===== config.mk =====
export PLATFORM = sky130hd
export DESIGN_NAME = log_taylor_scheduler
export DESIGN_NICKNAME = d
export VERILOG_FILES = /design/src/rtl/online_pkg.sv /design/src/rtl/log_taylor_scheduler_rr_arbiter.sv /design/src/rtl/log_taylor_scheduler.sv
export SDC_FILE = /design/constraint.sdc
export NUM_CORES = 1
export LEC_CHECK = 0
export BUFFER_PORTS_ARGS = -buffer_cell sky130_fd_sc_hd__clkbuf_2
export CAP_MARGIN = 20
export CORE_UTILIZATION = 48
export CTS_CLUSTER_DIAMETER = 120
export DETAILED_ROUTE_END_ITERATION = 7
export PLACE_DENSITY_LB_ADDON = 0.3
export SLEW_MARGIN = 15
export SYNTH_ARGS = -nofsm -noshare
export SYNTH_HDL_FRONTEND = slang
export SYNTH_SLANG_ARGS = --single-unit
export TNS_END_PERCENT = 50

===== constraint.sdc =====
create_clock -name clk -period 4 [get_ports clk]
set_input_delay 0.6 -clock clk [delete_from_list [all_inputs] [get_ports clk]]
set_output_delay 0.6 -clock clk [all_outputs]
set_load 0.01 [all_outputs]

===== src/rtl/online_pkg.sv =====
// Shared definitions for the online log-Taylor evaluator and its scheduler:
// width helpers derived from the evaluator stage count and the FSM encoding.
package online_pkg;

    // Scheduler FSM states
    typedef enum logic [1:0] {
        IDLE  = 2'd0,
        RUN   = 2'd1,
        DRAIN = 2'd2
    } sched_state_e;

    // Operand width of an evaluator with the given stage count
    function automatic int calc_wl(input int stage);
        return 2 * stage;
    endfunction

    // Result width: two guard bits over the operand
    function automatic int calc_rw(input int stage);
        return 2 * stage + 2;
    endfunction

    // Ceiling log2, never below 1 so that an ID field always exists
    function automatic int calc_idw(input int n);
        int w;
        w = 1;
        for (int i = 1; i < 32; i++) begin
            if ((1 << i) < n) begin
                w = i + 1;
            end
        end
        return w;
    endfunction

endpackage


===== src/rtl/log_taylor_scheduler_rr_arbiter.sv =====
// Round-robin arbiter: scans upward from ptr_i (wrapping) and grants the first
// valid requester. Produces a one-hot grant and the matching binary index.
module rr_arbiter
    import online_pkg::*;
#(
    parameter int NREQ = 4,
    parameter int IDW  = calc_idw(NREQ)
) (
    input  logic [NREQ-1:0] req_i,
    input  logic [IDW-1:0]  ptr_i,
    input  logic            en_i,
    output logic [NREQ-1:0] grant_o,
    output logic [IDW-1:0]  idx_o
);

    logic           found;
    logic [IDW-1:0] pos;

    // Priority scan starting at the pointer; first hit wins
    always_comb begin
        grant_o = '0;
        idx_o   = '0;
        found   = 1'b0;
        pos     = '0;
        for (int k = 0; k < NREQ; k++) begin
            pos = IDW'((int'(ptr_i) + k) % NREQ);
            if (en_i && !found && req_i[pos]) begin
                found        = 1'b1;
                grant_o[pos] = 1'b1;
                idx_o        = pos;
            end
        end
    end

endmodule


===== src/rtl/log_taylor_scheduler.sv =====
// Shares one online_log_taylor evaluator among NREQ requesters. Grants at most
// one operand per cycle round-robin, drives the evaluator, and tags each
// in-flight operation so its result returns with the originating requester ID.
module log_taylor_scheduler
    import online_pkg::*;
#(
    parameter  int Stage = 8,
    parameter  int NREQ  = 4,
    parameter  int LAT   = 2,
    localparam int WL    = calc_wl(Stage),
    localparam int RW    = calc_rw(Stage),
    localparam int IDW   = calc_idw(NREQ)
) (
    input  logic               clk,
    input  logic               nrst,
    input  logic               cfg_run,
    input  logic [NREQ-1:0]    req_valid,
    input  logic [NREQ*WL-1:0] req_x,
    output logic [NREQ-1:0]    req_ready,
    output logic               dp_enable,
    output logic [WL-1:0]      dp_din_x,
    input  logic [RW-1:0]      dp_dout,
    output logic               rsp_valid,
    output logic [IDW-1:0]     rsp_id,
    output logic [RW-1:0]      rsp_data,
    output logic               busy
);

    sched_state_e   state_q, state_d;
    logic [IDW-1:0] rr_ptr_q, rr_ptr_d;

    logic [NREQ-1:0] grant;
    logic [IDW-1:0]  grant_idx;
    logic            grant_en;
    logic            accept;
    logic            any_req;
    logic            pipe_busy;
    logic [WL-1:0]   sel_x;

    // Tag pipe: one {valid, id} per cycle of evaluator latency plus the
    // capture stage, so the last stage lines up with a valid dp_dout.
    logic [LAT:0]    tag_vld_q;
    logic [IDW-1:0]  tag_id_q [0:LAT];

    logic            dp_enable_q, dp_enable_d;
    logic [WL-1:0]   dp_din_x_q, dp_din_x_d;
    logic            rsp_valid_q;
    logic [IDW-1:0]  rsp_id_q;
    logic [RW-1:0]   rsp_data_q;

    assign any_req   = |req_valid;
    assign pipe_busy = |tag_vld_q;
    assign grant_en  = cfg_run && ((state_q == IDLE) || (state_q == RUN));

    rr_arbiter #(
        .NREQ (NREQ),
        .IDW  (IDW)
    ) u_arb (
        .req_i   (req_valid),
        .ptr_i   (rr_ptr_q),
        .en_i    (grant_en),
        .grant_o (grant),
        .idx_o   (grant_idx)
    );

    assign req_ready = grant;
    assign accept    = |(req_valid & grant);

    // Operand mux for the granted requester and next-state of the datapath drive
    always_comb begin
        sel_x = '0;
        for (int i = 0; i < NREQ; i++) begin
            if (grant[i]) begin
                sel_x = req_x[i*WL +: WL];
            end
        end
        dp_din_x_d = accept ? sel_x : '0;
        // Enable must stay high until the last in-flight result is captured,
        // because the evaluator clears its registers whenever it is disabled.
        dp_enable_d = accept || pipe_busy;
        rr_ptr_d    = rr_ptr_q;
        if (accept) begin
            if (grant_idx == IDW'(NREQ - 1)) begin
                rr_ptr_d = '0;
            end else begin
                rr_ptr_d = grant_idx + 1'b1;
            end
        end
    end

    // FSM next-state: grant while running, drain in-flight work when stopped
    always_comb begin
        state_d = state_q;
        case (state_q)
            IDLE: begin
                if (cfg_run && any_req) begin
                    state_d = RUN;
                end
            end
            RUN: begin
                if (!cfg_run) begin
                    state_d = DRAIN;
                end else if (!any_req && !pipe_busy && !accept) begin
                    state_d = IDLE;
                end
            end
            DRAIN: begin
                if (cfg_run && any_req) begin
                    state_d = RUN;
                end else if (!pipe_busy) begin
                    state_d = IDLE;
                end
            end
            default: state_d = IDLE;
        endcase
    end

    // FSM state and round-robin pointer registers
    always_ff @(posedge clk) begin
        if (!nrst) begin
            state_q  <= IDLE;
            rr_ptr_q <= '0;
        end else begin
            state_q  <= state_d;
            rr_ptr_q <= rr_ptr_d;
        end
    end

    // Tag pipe shifts every cycle; reset discards in-flight operations
    always_ff @(posedge clk) begin
        if (!nrst) begin
            tag_vld_q <= '0;
            for (int s = 0; s <= LAT; s++) begin
                tag_id_q[s] <= '0;
            end
        end else begin
            tag_vld_q   <= {tag_vld_q[LAT-1:0], accept};
            tag_id_q[0] <= grant_idx;
            for (int s = 1; s <= LAT; s++) begin
                tag_id_q[s] <= tag_id_q[s-1];
            end
        end
    end

    // Evaluator drive and tagged response capture
    always_ff @(posedge clk) begin
        if (!nrst) begin
            dp_enable_q <= 1'b0;
            dp_din_x_q  <= '0;
            rsp_valid_q <= 1'b0;
            rsp_id_q    <= '0;
            rsp_data_q  <= '0;
        end else begin
            dp_enable_q <= dp_enable_d;
            dp_din_x_q  <= dp_din_x_d;
            rsp_valid_q <= tag_vld_q[LAT];
            if (tag_vld_q[LAT]) begin
                rsp_id_q   <= tag_id_q[LAT];
                rsp_data_q <= dp_dout;
            end
        end
    end

    assign dp_enable = dp_enable_q;
    assign dp_din_x  = dp_din_x_q;
    assign rsp_valid = rsp_valid_q;
    assign rsp_id    = rsp_id_q;
    assign rsp_data  = rsp_data_q;
    assign busy      = (state_q == RUN) || (state_q == DRAIN);

endmodule


==> run summary, run 1 <==
Slowest-stage cell, CP -> ha_1
CP required -> 3.40 ns
Vias -> 3491
Fmax -> 269 MHz
Routed Antenna Nets -> 0
Die Wd -> 89.1 um
RePlAce Congestion -> 0.909
Postcts setup bufs -> 0
N_diodes -> 0
1st-iter DRT viols -> 107
Leak -> 0.00209 uW
Area Growth Syn to Fin -> 24.2%
Layout cells sized above 1 -> 36.1%
WL met2 -> 4.61 mm
Mapped Area -> 0.00364 mm2
Multi-input gate area -> 0.00199 mm2
Pin count of the biggest net entering global routing -> 49
Avg Inst Size Synth -> 8.81 um2
Critical path class -> flip-flop to output pin
Final Cycle Share -> 92.9%
Via density -> 5.41
Fin crit period -> 3.71 ns
Initial antenna violation count -> 0
Unrepaired setup endpoints after global routing -> false
Fin Setup TNS -> 0 ns
Slowest cell delay on critical path -> 0.49 ns
TritonCTS clock tree -> done
Max Used Layer -> met4
Synth Net Count -> 516
TritonCTS buffer count -> 9
Post-cts sizing count -> 0
Routed length on met3 -> 663 um
Htree depth -> 3
Synth top area share -> 32.5%
Dpl hpwl -> 6.81 mm
Sequential cell area -> 0.00118 mm2
Mapped Cells -> 413
Max Root-Sink Buffers -> 2
CP Max Fanout -> 17
Unique masters post-synth -> 62
Core Box Area -> 0.00729 mm2
Worst-margin pin slew -> 1.07 ns
Slew headroom -> 28.4%
M1 wire length -> 3.64 mm
Fillcell total -> 684
Final Setup Violations -> 0
Switching Share -> 36.3%
Total GRT Usage -> 22.1%
Post-layout nets -> 644
Area leader, netlist -> dfxtp_1
DR pass1 iterations -> 4
Placed Area -> 0.00431 mm2
Vias in the first global route -> 2978
Ranking of synthesized cells by area -> dfxtp_1 32%, mux2i_1 7.4%, buf_4 6.0%, ha_1 4.8%, nor2b_1 4.6%
Global-route wire length before repair -> 13.5 mm
Critical path's top delay family -> compound AO/OA/AOI/OAI gates
Die ar. -> 0.00793 mm2
Root Buffer Master -> clkbuf_8
Data arrival time of the critical path -> 3.11 ns
Ys Warns -> 0
Die H -> 89.1 um
Most used DFF post-synth -> dfxtp_1
Final instance area -> 0.00452 mm2
Sequential Power Share -> 31.7%
Clk network pwr share -> 26.7%
Setup Skew -> 0.00899 ns
HP Class -> flip-flop to flip-flop
Routed wire length -> 9.04 mm
CP Launch Type -> flip-flop
Maximum vdd ir drop -> 0.206 mV
Avg WL per Cell -> 14.0 um
Clk_lat worst skew -> 0.34 ns
Worst-path clk slew -> 0.07 ns
Final hold slack -> 0.427 ns
Register area share after synthesis -> 32.5%
GRT Residual Overflow -> 0
Logic pwr share -> 41.5%
Row count -> 31
Final count of pins violating max slew -> 0
Top Ports -> 162
Clk sinks -> 59
Critical-path cell list -> inv_1 > ha_1 > mux2_2 > a211o_1 > a221oi_2 > a221o_1 > o21bai_1 > buf_4 > clkbuf_2
Initial cell density of the core -> 49.9%
Status -> finished clean
EDFF count, synth -> 0
Net Switching -> 781 uW
Post-synthesis async set-or-reset flop share -> 0%
Hold Fails Final Rpt -> 0
Yosys reg bits -> 59
Worst setup EP type -> output pin
P_int -> 1370 uW
Residual DRC -> 0
Hold Buf Count CTS -> 0
Pwr/cell area -> 476 mW/mm2
# port buffers -> 161
WP buf/inv -> 3
Max-cap violations -> 0
## cell usage in the layout, fill, tap and decap left out, types with 5 or more instances in the layout
cell / n
clkbuf_2: 161
dfxtp_1: 58
inv_1: 32
mux2i_1: 27
nor2b_1: 27
a21oi_1: 26
nand2_1: 18
a22oi_1: 17
a211oi_1: 17
a31o_1: 16
ha_1: 14
and2_1: 11
buf_4: 11
clkbuf_8: 9
nor2_1: 8
nand3_1: 6
o21a_1: 5
o211ai_1: 5
## synth_stat cells (all sizes together), types with 2 or more instances
cell type and n:
nor2b 27, mux2i 27, nor3 4, and2 12, a211o 4, nand2b 3
nor3b 2, o211ai 5, nor4 3, a22oi 17, a31oi 2, a32o 2
and3 2, buf 41, a221oi 3, o21a 5, o21ai 3, nand4b 2
nor2 8, a31o 16, clkbuf 14, o2111ai 2, nand3b 4, or3b 2
a21boi 4, dfxtp 59, nand2 18, or3 4, a21oi 26, nand3 6
a211oi 17, ha 14, inv 34
## metrics by stage
stage,power (uW),util [%],worst slack (ns),cells
final,2150,62.0,0.286,645
after global routing,2290,62.0,0.0763,645
after CTS,2170,62.0,0.284,645
after detailed placement,1580,59.1,0.590,629
after global placement,1570,59.1,0.611,629
after floorplan,1320,-,0.465,413
## area by class of cell
type | instances | share of cell area (%)
clock buffer | 11 | 2.91
timing repair buffer | 172 | 19.7
tap | 99 | 2.74
sequential | 59 | 26.2
inverter | 34 | 2.82
multi-input combinational | 265 | 44.0
clock inverter | 5 | 1.72
## path summary, 6_finish.rpt
check | startpoint | end | slack, ns | cells past startpoint
worst max-delay path | rr_ptr_q[1] | req_ready[2] | 0.29 | 9
worst min-delay path | tag_id_q[1][1] | tag_id_q[2][1] | 0.43 | 1
worst max register to register | rr_ptr_q[1] | rr_ptr_q[26] | 0.65 | 9
worst min register to register | tag_id_q[1][1] | tag_id_q[2][1] | 0.43 | 1
## sequential cells by signal, indices dropped and copies added (netlist names)
register   flops
rsp_id         3
dp_enable      1
state_q        2
rsp_data      18
dp_din_x      16
rsp_valid      1
rr_ptr_q       6
tag_vld_q      3
tag_id_q       9
## logic make-up (layout without fill, tap and decap cells)
kind of cell    Yosys count  in the layout  share of synthesized area [%]
buf+inv                  89            222                           12.9
fa+ha+maj                14             14                           4.81
simple gates            103            103                           16.5
flops                    59             59                           32.5
mux                      29             29                           8.36
compound gates          119            119                           25.0
## power groups by stage
stage | combinational [uW] | clock (uW) | sequential [uW]
floorplan | 610 | 0 | 708
global placement | 877 | 0 | 694
detailed placement | 887 | 0 | 696
CTS | 893 | 592 | 683
global route | 985 | 613 | 690
finish | 893 | 575 | 683
## routing by layer
layer / up-vias / global-route usage, %
li1: 1713 / -
met4: 0 / 7.36
met2: 149 / 39.2
met3: 14 / 6.28
met1: 1615 / 25.7
met5: - / 0
Power figures use the tool's default switching activity.
==> run 2, diff against run 1 <==
--- a/config.mk
+++ b/config.mk
@@ -7,7 +7,8 @@
 export LEC_CHECK = 0
 export BUFFER_PORTS_ARGS = -buffer_cell sky130_fd_sc_hd__clkbuf_2
 export CAP_MARGIN = 20
-export CORE_UTILIZATION = 48
+export CORE_ASPECT_RATIO = 0.9
+export CORE_UTILIZATION = 52
 export CTS_CLUSTER_DIAMETER = 120
 export DETAILED_ROUTE_END_ITERATION = 7
 export PLACE_DENSITY_LB_ADDON = 0.3
==> constraint.sdc (replaced) <==
create_clock -name clk -period 4.34 [get_ports clk]
set_input_delay 0.651 -clock clk [delete_from_list [all_inputs] [get_ports clk]]
set_output_delay 0.651 -clock clk [all_outputs]
set_load 0.01 [all_outputs]
==> run 2 against run 1 <==
Critical path depth is the same; die area shrank 7.5%; flip-flop and latch count is the same; routed wire length grew 1.5%; sequential share of layout area shrank 0.071 points; global-route usage grew 2.2 points; setup slack gained 0.14 ns; utilization grew 6.0 points; final area grew 0.17%; clock power shrank 12%; total power shrank 8.5%; critical path type unchanged; highest routed layer unchanged.
==> run summary, run 2 (synthesis results as in run 1) <==
Top Ports -> 162
Most used routing layer -> met2
Row count -> 28
Final count of pins violating max slew -> 0
Post-cts sizing count -> 0
Postcts setup bufs -> 0
RePlAce Congestion -> 0.959
Post-layout nets -> 645
Most common cell after layout, fill and taps aside -> clkbuf_2
Total GRT Usage -> 24.3%
Root Buffer Master -> clkbuf_8
Status -> finished clean
Fin Setup TNS -> 0 ns
Maximum vdd ir drop -> 0.230 mV
Initial antenna violation count -> 0
GRT met2 Usage -> 41.1%
Most frequent cells in the layout -> 161 x clkbuf_2, 59 x dfxtp_1, 32 x inv_1, 27 x mux2i_1, 27 x nor2b_1
Critical path class -> flip-flop to output pin
Clk sinks -> 59
TritonCTS clock tree -> done
Hold Fails Final Rpt -> 0
Routed wire length -> 9.17 mm
Area Growth Syn to Fin -> 24.4%
Vias -> 3546
TritonCTS buffer count -> 9
HP Class -> flip-flop to flip-flop
N_diodes -> 0
Die Wd -> 90.2 um
Worst-path clk slew -> 0.07 ns
Max Root-Sink Buffers -> 2
DR pass1 iterations -> 5
Final Cycle Share -> 90.2%
Fillcell total -> 550
Pin count of the biggest net entering global routing -> 49
Data arrival time of the critical path -> 3.26 ns
Worst setup EP type -> output pin
Die H -> 81.4 um
Setup Skew -> 0.00957 ns
Met1 Resource Use GR -> 30.8%
CP Max Fanout -> 17
1st-iter DRT viols -> 134
Placed Cells -> 621
GRT Residual Overflow -> 0
Multi-input gate area -> 0.00199 mm2
Initial cell density of the core -> 54.7%
CP Launch Type -> flip-flop
Die ar. -> 0.00734 mm2
Layout cells sized above 1 -> 36.4%
Via density -> 5.57
CP required -> 3.69 ns
Leak -> 0.00209 uW
Fmax -> 256 MHz
Max reg flops -> 18
Worst-margin pin slew -> 1.03 ns
Dpl hpwl -> 6.88 mm
Sequential cell area -> 0.00118 mm2
Final Setup Violations -> 0
Residual DRC -> 0
# port buffers -> 161
Clk_lat worst skew -> 0.34 ns
Global-route wire length before repair -> 14.4 mm
Max-cap violations -> 0
Slew headroom -> 31.0%
Core Box Area -> 0.00666 mm2
Fin crit period -> 3.91 ns
Unrepaired setup endpoints after global routing -> false
Avg WL per Cell -> 14.4 um
Finished Layout Cells -> 637
Pwr/cell area -> 435 mW/mm2
Hold Buf Count CTS -> 0
Grt met3 use -> 6.55%
Htree depth -> 3
Vias in the first global route -> 3056
Routed Antenna Nets -> 0
-- run 2: cell count changes in the layout (fill, tap and decap cells not counted), sizes merged --
cell / delta
inv: +1
clkinvlp: +1
bufinv: -1
buf: +1
clkbuf: -1
-- run 2: final timing paths --
kind                        start               to  slack, ns  cells past startpoint
hold / removal    tag_id_q[1][30]  tag_id_q[2][30]       0.44                      1
setup / recovery      rr_ptr_q[1]     req_ready[3]       0.43                      9
hold reg to reg   tag_id_q[1][30]  tag_id_q[2][30]       0.44                      1
setup reg to reg      rr_ptr_q[1]      dp_din_x[0]       0.67                     10
-- run 2: critical path: stages, from the launching register on --
cell and delay, ns:
dfxtp_1 0.33, inv_1 0.11, ha_1 0.45, or3b_1 0.44
a2111oi_2 0.46, o21a_1 0.30, nand3_1 0.18, and2_1 0.38
inv_2 0.12, clkbuf_2 0.15
-- run 2: area by class of cell --
type                    instances  area share (%)
repair buffers                173            20.2
inverters                      34            2.82
well taps                      90            2.49
clock buffers                  10            3.04
multi-input cells             265            43.9
flip-flops and latches         59            26.1
clock inverters                 6            1.41
-- run 2: stage by stage --
step           utilization [%]  cell area, um2  hold slack (ns)  setup WS (ns)  power [uW]
3_3_place_gp              64.6            4300            0.412          0.708        1450
6_report                  68.0            4530            0.436          0.427        1970
4_1_cts                   68.0            4530            0.440          0.465        1960
3_5_place_dp              65.0            4330            0.423          0.594        1460
2_1_floorplan                -            3640            0.412          0.754        1220
5_1_grt                   68.0            4530            0.464          0.211        2090
-- run 2: power by group --
group	switching, uW	leakage [uW]	internal [uW]	total, uW
clock	226	0.0000987	280	506
sequential	27.9	0.000477	598	626
combinational	489	0.00152	347	836
-- run 2: per-layer routing --
metal  share of wire, %  vias to the layer above
li1                   -                     1715
met2                 48                      185
met1                 42                     1629
met4                1.4                        0
met3                8.3                       17
met5                  0                        -
==> run 3, diff against run 2 <==
--- a/config.mk
+++ b/config.mk
@@ -8,12 +8,14 @@
 export BUFFER_PORTS_ARGS = -buffer_cell sky130_fd_sc_hd__clkbuf_2
 export CAP_MARGIN = 20
 export CORE_ASPECT_RATIO = 0.9
-export CORE_UTILIZATION = 52
+export CORE_MARGIN = 4
+export CORE_UTILIZATION = 60
 export CTS_CLUSTER_DIAMETER = 120
 export DETAILED_ROUTE_END_ITERATION = 7
 export PLACE_DENSITY_LB_ADDON = 0.3
 export SLEW_MARGIN = 15
 export SYNTH_ARGS = -nofsm -noshare
 export SYNTH_HDL_FRONTEND = slang
+export SYNTH_HIERARCHICAL = 1
 export SYNTH_SLANG_ARGS = --single-unit
 export TNS_END_PERCENT = 50
==> run 3 against run 2 <==
Clock power rose to 3.4 times the previous value; clock skew shrank 0.0021 ns; final cell count grew 78%; critical endpoint unchanged; highest routed layer unchanged.
==> run summary, run 3 <==
Status -> finished clean
Clk_lat worst skew -> 0.48 ns
CP Max Fanout -> 32
Synth Net Count -> 925
Die H -> 118 um
Hold Path Depth -> 3
Area Growth Syn to Fin -> 19.0%
Area leader, netlist -> dfxtp_1
Critical path's top delay family -> simple AND/OR/NAND/NOR gates
Max-cap violations -> 0
HP Start -> req_x[63]
Finished Layout Cells -> 1134
# port buffers -> 161
Final instance area -> 0.00964 mm2
GRT Residual Overflow -> 0
Ranking of synthesized cells by area -> dfxtp_1 50%, and2_1 7.7%, mux2i_1 6.7%, nor2_1 3.9%, buf_4 2.8%
Hold Fails Final Rpt -> 0
Avg WL per Cell -> 14.7 um
Synth top area share -> 49.7%
Htree depth -> 1
TritonCTS buffer count -> 20
P_int -> 3620 uW
Clk network pwr share -> 33.9%
Residual DRC -> 0
Max reg flops -> 96
Avg Inst Size Synth -> 9.84 um2
Placed Area -> 0.00895 mm2
Unrepaired setup endpoints after global routing -> false
Via density -> 5.26
DR pass1 iterations -> 4
1st-iter DRT viols -> 359
Routed Antenna Nets -> 0
Logic pwr share -> 26.2%
Slew headroom -> 42.7%
Initial cell density of the core -> 62.6%
Register area share after synthesis -> 49.7%
Reg2reg start -> rr_ptr_q[0]
CP Launch Type -> flip-flop
Top Ports -> 162
Data arrival time of the critical path -> 3.49 ns
RePlAce Congestion -> 0.893
Worst R2R Setup Slack -> 0.32 ns
Placed Cells -> 1099
Layout cells sized above 1 -> 25.5%
N_diodes -> 0
Initial antenna violation count -> 0
Ys Warns -> 6
Worst-path clk slew -> 0.06 ns
Hold Buf Count CTS -> 0
Slowest cell delay on critical path -> 0.51 ns
FF-to-FF End -> rr_ptr_q[6]
Pin count of the biggest net entering global routing -> 100
Worst-margin pin slew -> 0.860 ns
Post-layout nets -> 1059
Total GRT Usage -> 20.9%
Global-route wire length before repair -> 27.1 mm
Net Switching -> 1520 uW
Leak -> 0.00395 uW
Most common cell after layout, fill and taps aside -> dfxtp_1
Slowest-stage cell, CP -> mux4_2
Final worst slack -> 0.196 ns
Max Root-Sink Buffers -> 3
Core Box Area -> 0.0129 mm2
Critical path class -> flip-flop to output pin
Most used DFF post-synth -> dfxtp_1
Clk sinks -> 201
Largest reg by FF count -> tag_id_q
Pwr/cell area -> 533 mW/mm2
Die ar. -> 0.0154 mm2
Row count -> 39
Mapped Cells -> 823
Setup Skew -> 0.00750 ns
Unique masters post-synth -> 62
EDFF count, synth -> 0
CP required -> 3.69 ns
Fin crit period -> 4.14 ns
Final Setup Violations -> 0
Post-cts sizing count -> 0
Maximum vdd ir drop -> 0.435 mV
WP buf/inv -> 3
Die Wd -> 130 um
Final count of pins violating max slew -> 0
Hold EP -> dp_din_x[15]
Mapped Area -> 0.00810 mm2
TritonCTS clock tree -> done
HP Class -> input port to flip-flop
Yosys reg bits -> 201
Fmax -> 241 MHz
Critical-path cell list -> inv_6 > ha_4 > mux4_2 > or3_4 > nor3b_4 > and3_4 > a22o_1 > a221o_1 > buf_4 > clkbuf_2
Post-synth top cells -> 201 x dfxtp_1, 100 x and2_1, 84 x nor2_1, 54 x mux2i_1, 40 x nand2_1
R2R depth -> 15
Vias in the first global route -> 5673
Most frequent cells in the layout -> 198 x dfxtp_1, 161 x clkbuf_2, 100 x and2_1, 84 x nor2_1, 54 x mux2i_1
Root Buffer Master -> clkbuf_16
Place WS -> 0.0558 ns
Postcts setup bufs -> 0
Final Cycle Share -> 95.5%
Vias -> 5963
Switching Share -> 29.6%
Dpl hpwl -> 11.1 mm
Worst setup EP type -> output pin
Total power -> 5140 uW
Routed wire length -> 16.6 mm
Most frequent cell after synthesis -> dfxtp_1
Post-synthesis async set-or-reset flop share -> 0%
Sequential Power Share -> 39.9%
[run 3: changes by cell type after synthesis, moves of 19 or more]
cell,change
nand2_1,+22
xor2_1,+20
dfxtp_1,+142
clkbuf_1,+19
inv_1,-20
mux2i_1,+27
nand4_1,+22
and2_1,+89
o21ai_0,+22
nor2_1,+76
[run 3: worst register-to-register path: stages (launching register included)]
cell and delay, ns:
dfxtp_4 0.39, inv_6 0.05, ha_4 0.30, mux4_2 0.51, or3_4 0.37, nor3b_4 0.31, and3_4 0.28, a211oi_4 0.06
buf_4 0.19, buf_4 0.21, nor4b_1 0.34, nand4_1 0.19, o21ai_1 0.25, buf_4 0.20, a2bb2oi_1 0.17, nor2_1 0.06
[run 3: power groups by stage]
stage               Combinational (uW)  Sequential, uW  Clock, uW
floorplan                         1060            2100          0
global placement                  1310            2080          0
detailed placement                1330            2090          0
CTS                               1350            2050       1780
global route                      1480            2060       1860
finish                            1350            2050       1740
[run 3: cell type report]
type	instances	area, um2
Sequential cell	201	4030
Multi-Input combinational cell	538	3670
Fill cell	908	3290
Timing Repair Buffer	184	991
Clock buffer	27	577
Tap cell	164	205
Clock inverter	8	113
Inverter	12	50.0
[run 3: stage by stage]
step                      hold slack, ns  setup TNS (ns)  util [%]
after floorplan                    0.412          -0.300         -
after global placement             0.413               0      69.2
after detailed placement           0.417               0      69.2
after CTS                          0.387               0      74.5
after global routing               0.397               0      74.5
final                              0.403               0      74.5
[run 3: cells by family after synthesis]
kind of cell / count (synthesis) / synth area share, %
buf+inv: 84 / 5.32
mux: 59 / 7.93
compound gates: 100 / 8.47
xor+xnor: 30 / 3.24
fa+ha+maj: 13 / 2.01
flops: 201 / 49.7
simple gates: 336 / 23.3
[run 3: how the worst max path moves through the flow]
| stage | startpoint | slack [ns] | depth (start not counted) | end |
|---|---|---|---|---|
| final | rr_ptr_q[0] | 0.20 | 10 | req_ready[3] |
| after global routing | rr_ptr_q[0] | 0.03 | 10 | req_ready[3] |
| after CTS | rr_ptr_q[0] | 0.20 | 10 | req_ready[3] |
| after detailed placement | req_valid[3] | 0.06 | 12 | rr_ptr_q[30] |
| after global placement | req_valid[3] | 0.18 | 12 | rr_ptr_q[31] |
| after floorplan | rr_ptr_q[0] | -0.08 | 14 | rr_ptr_q[13] |
[run 3: per-layer routing]
layer  vias up  global-route usage, %  routed length (um)
li1       3085                      -                   -
met1      2729                   28.3                7520
met2       130                   35.2                8080
met3        19                   3.70                 765
met4         0                   4.31                 279
met5         -                      0                   0
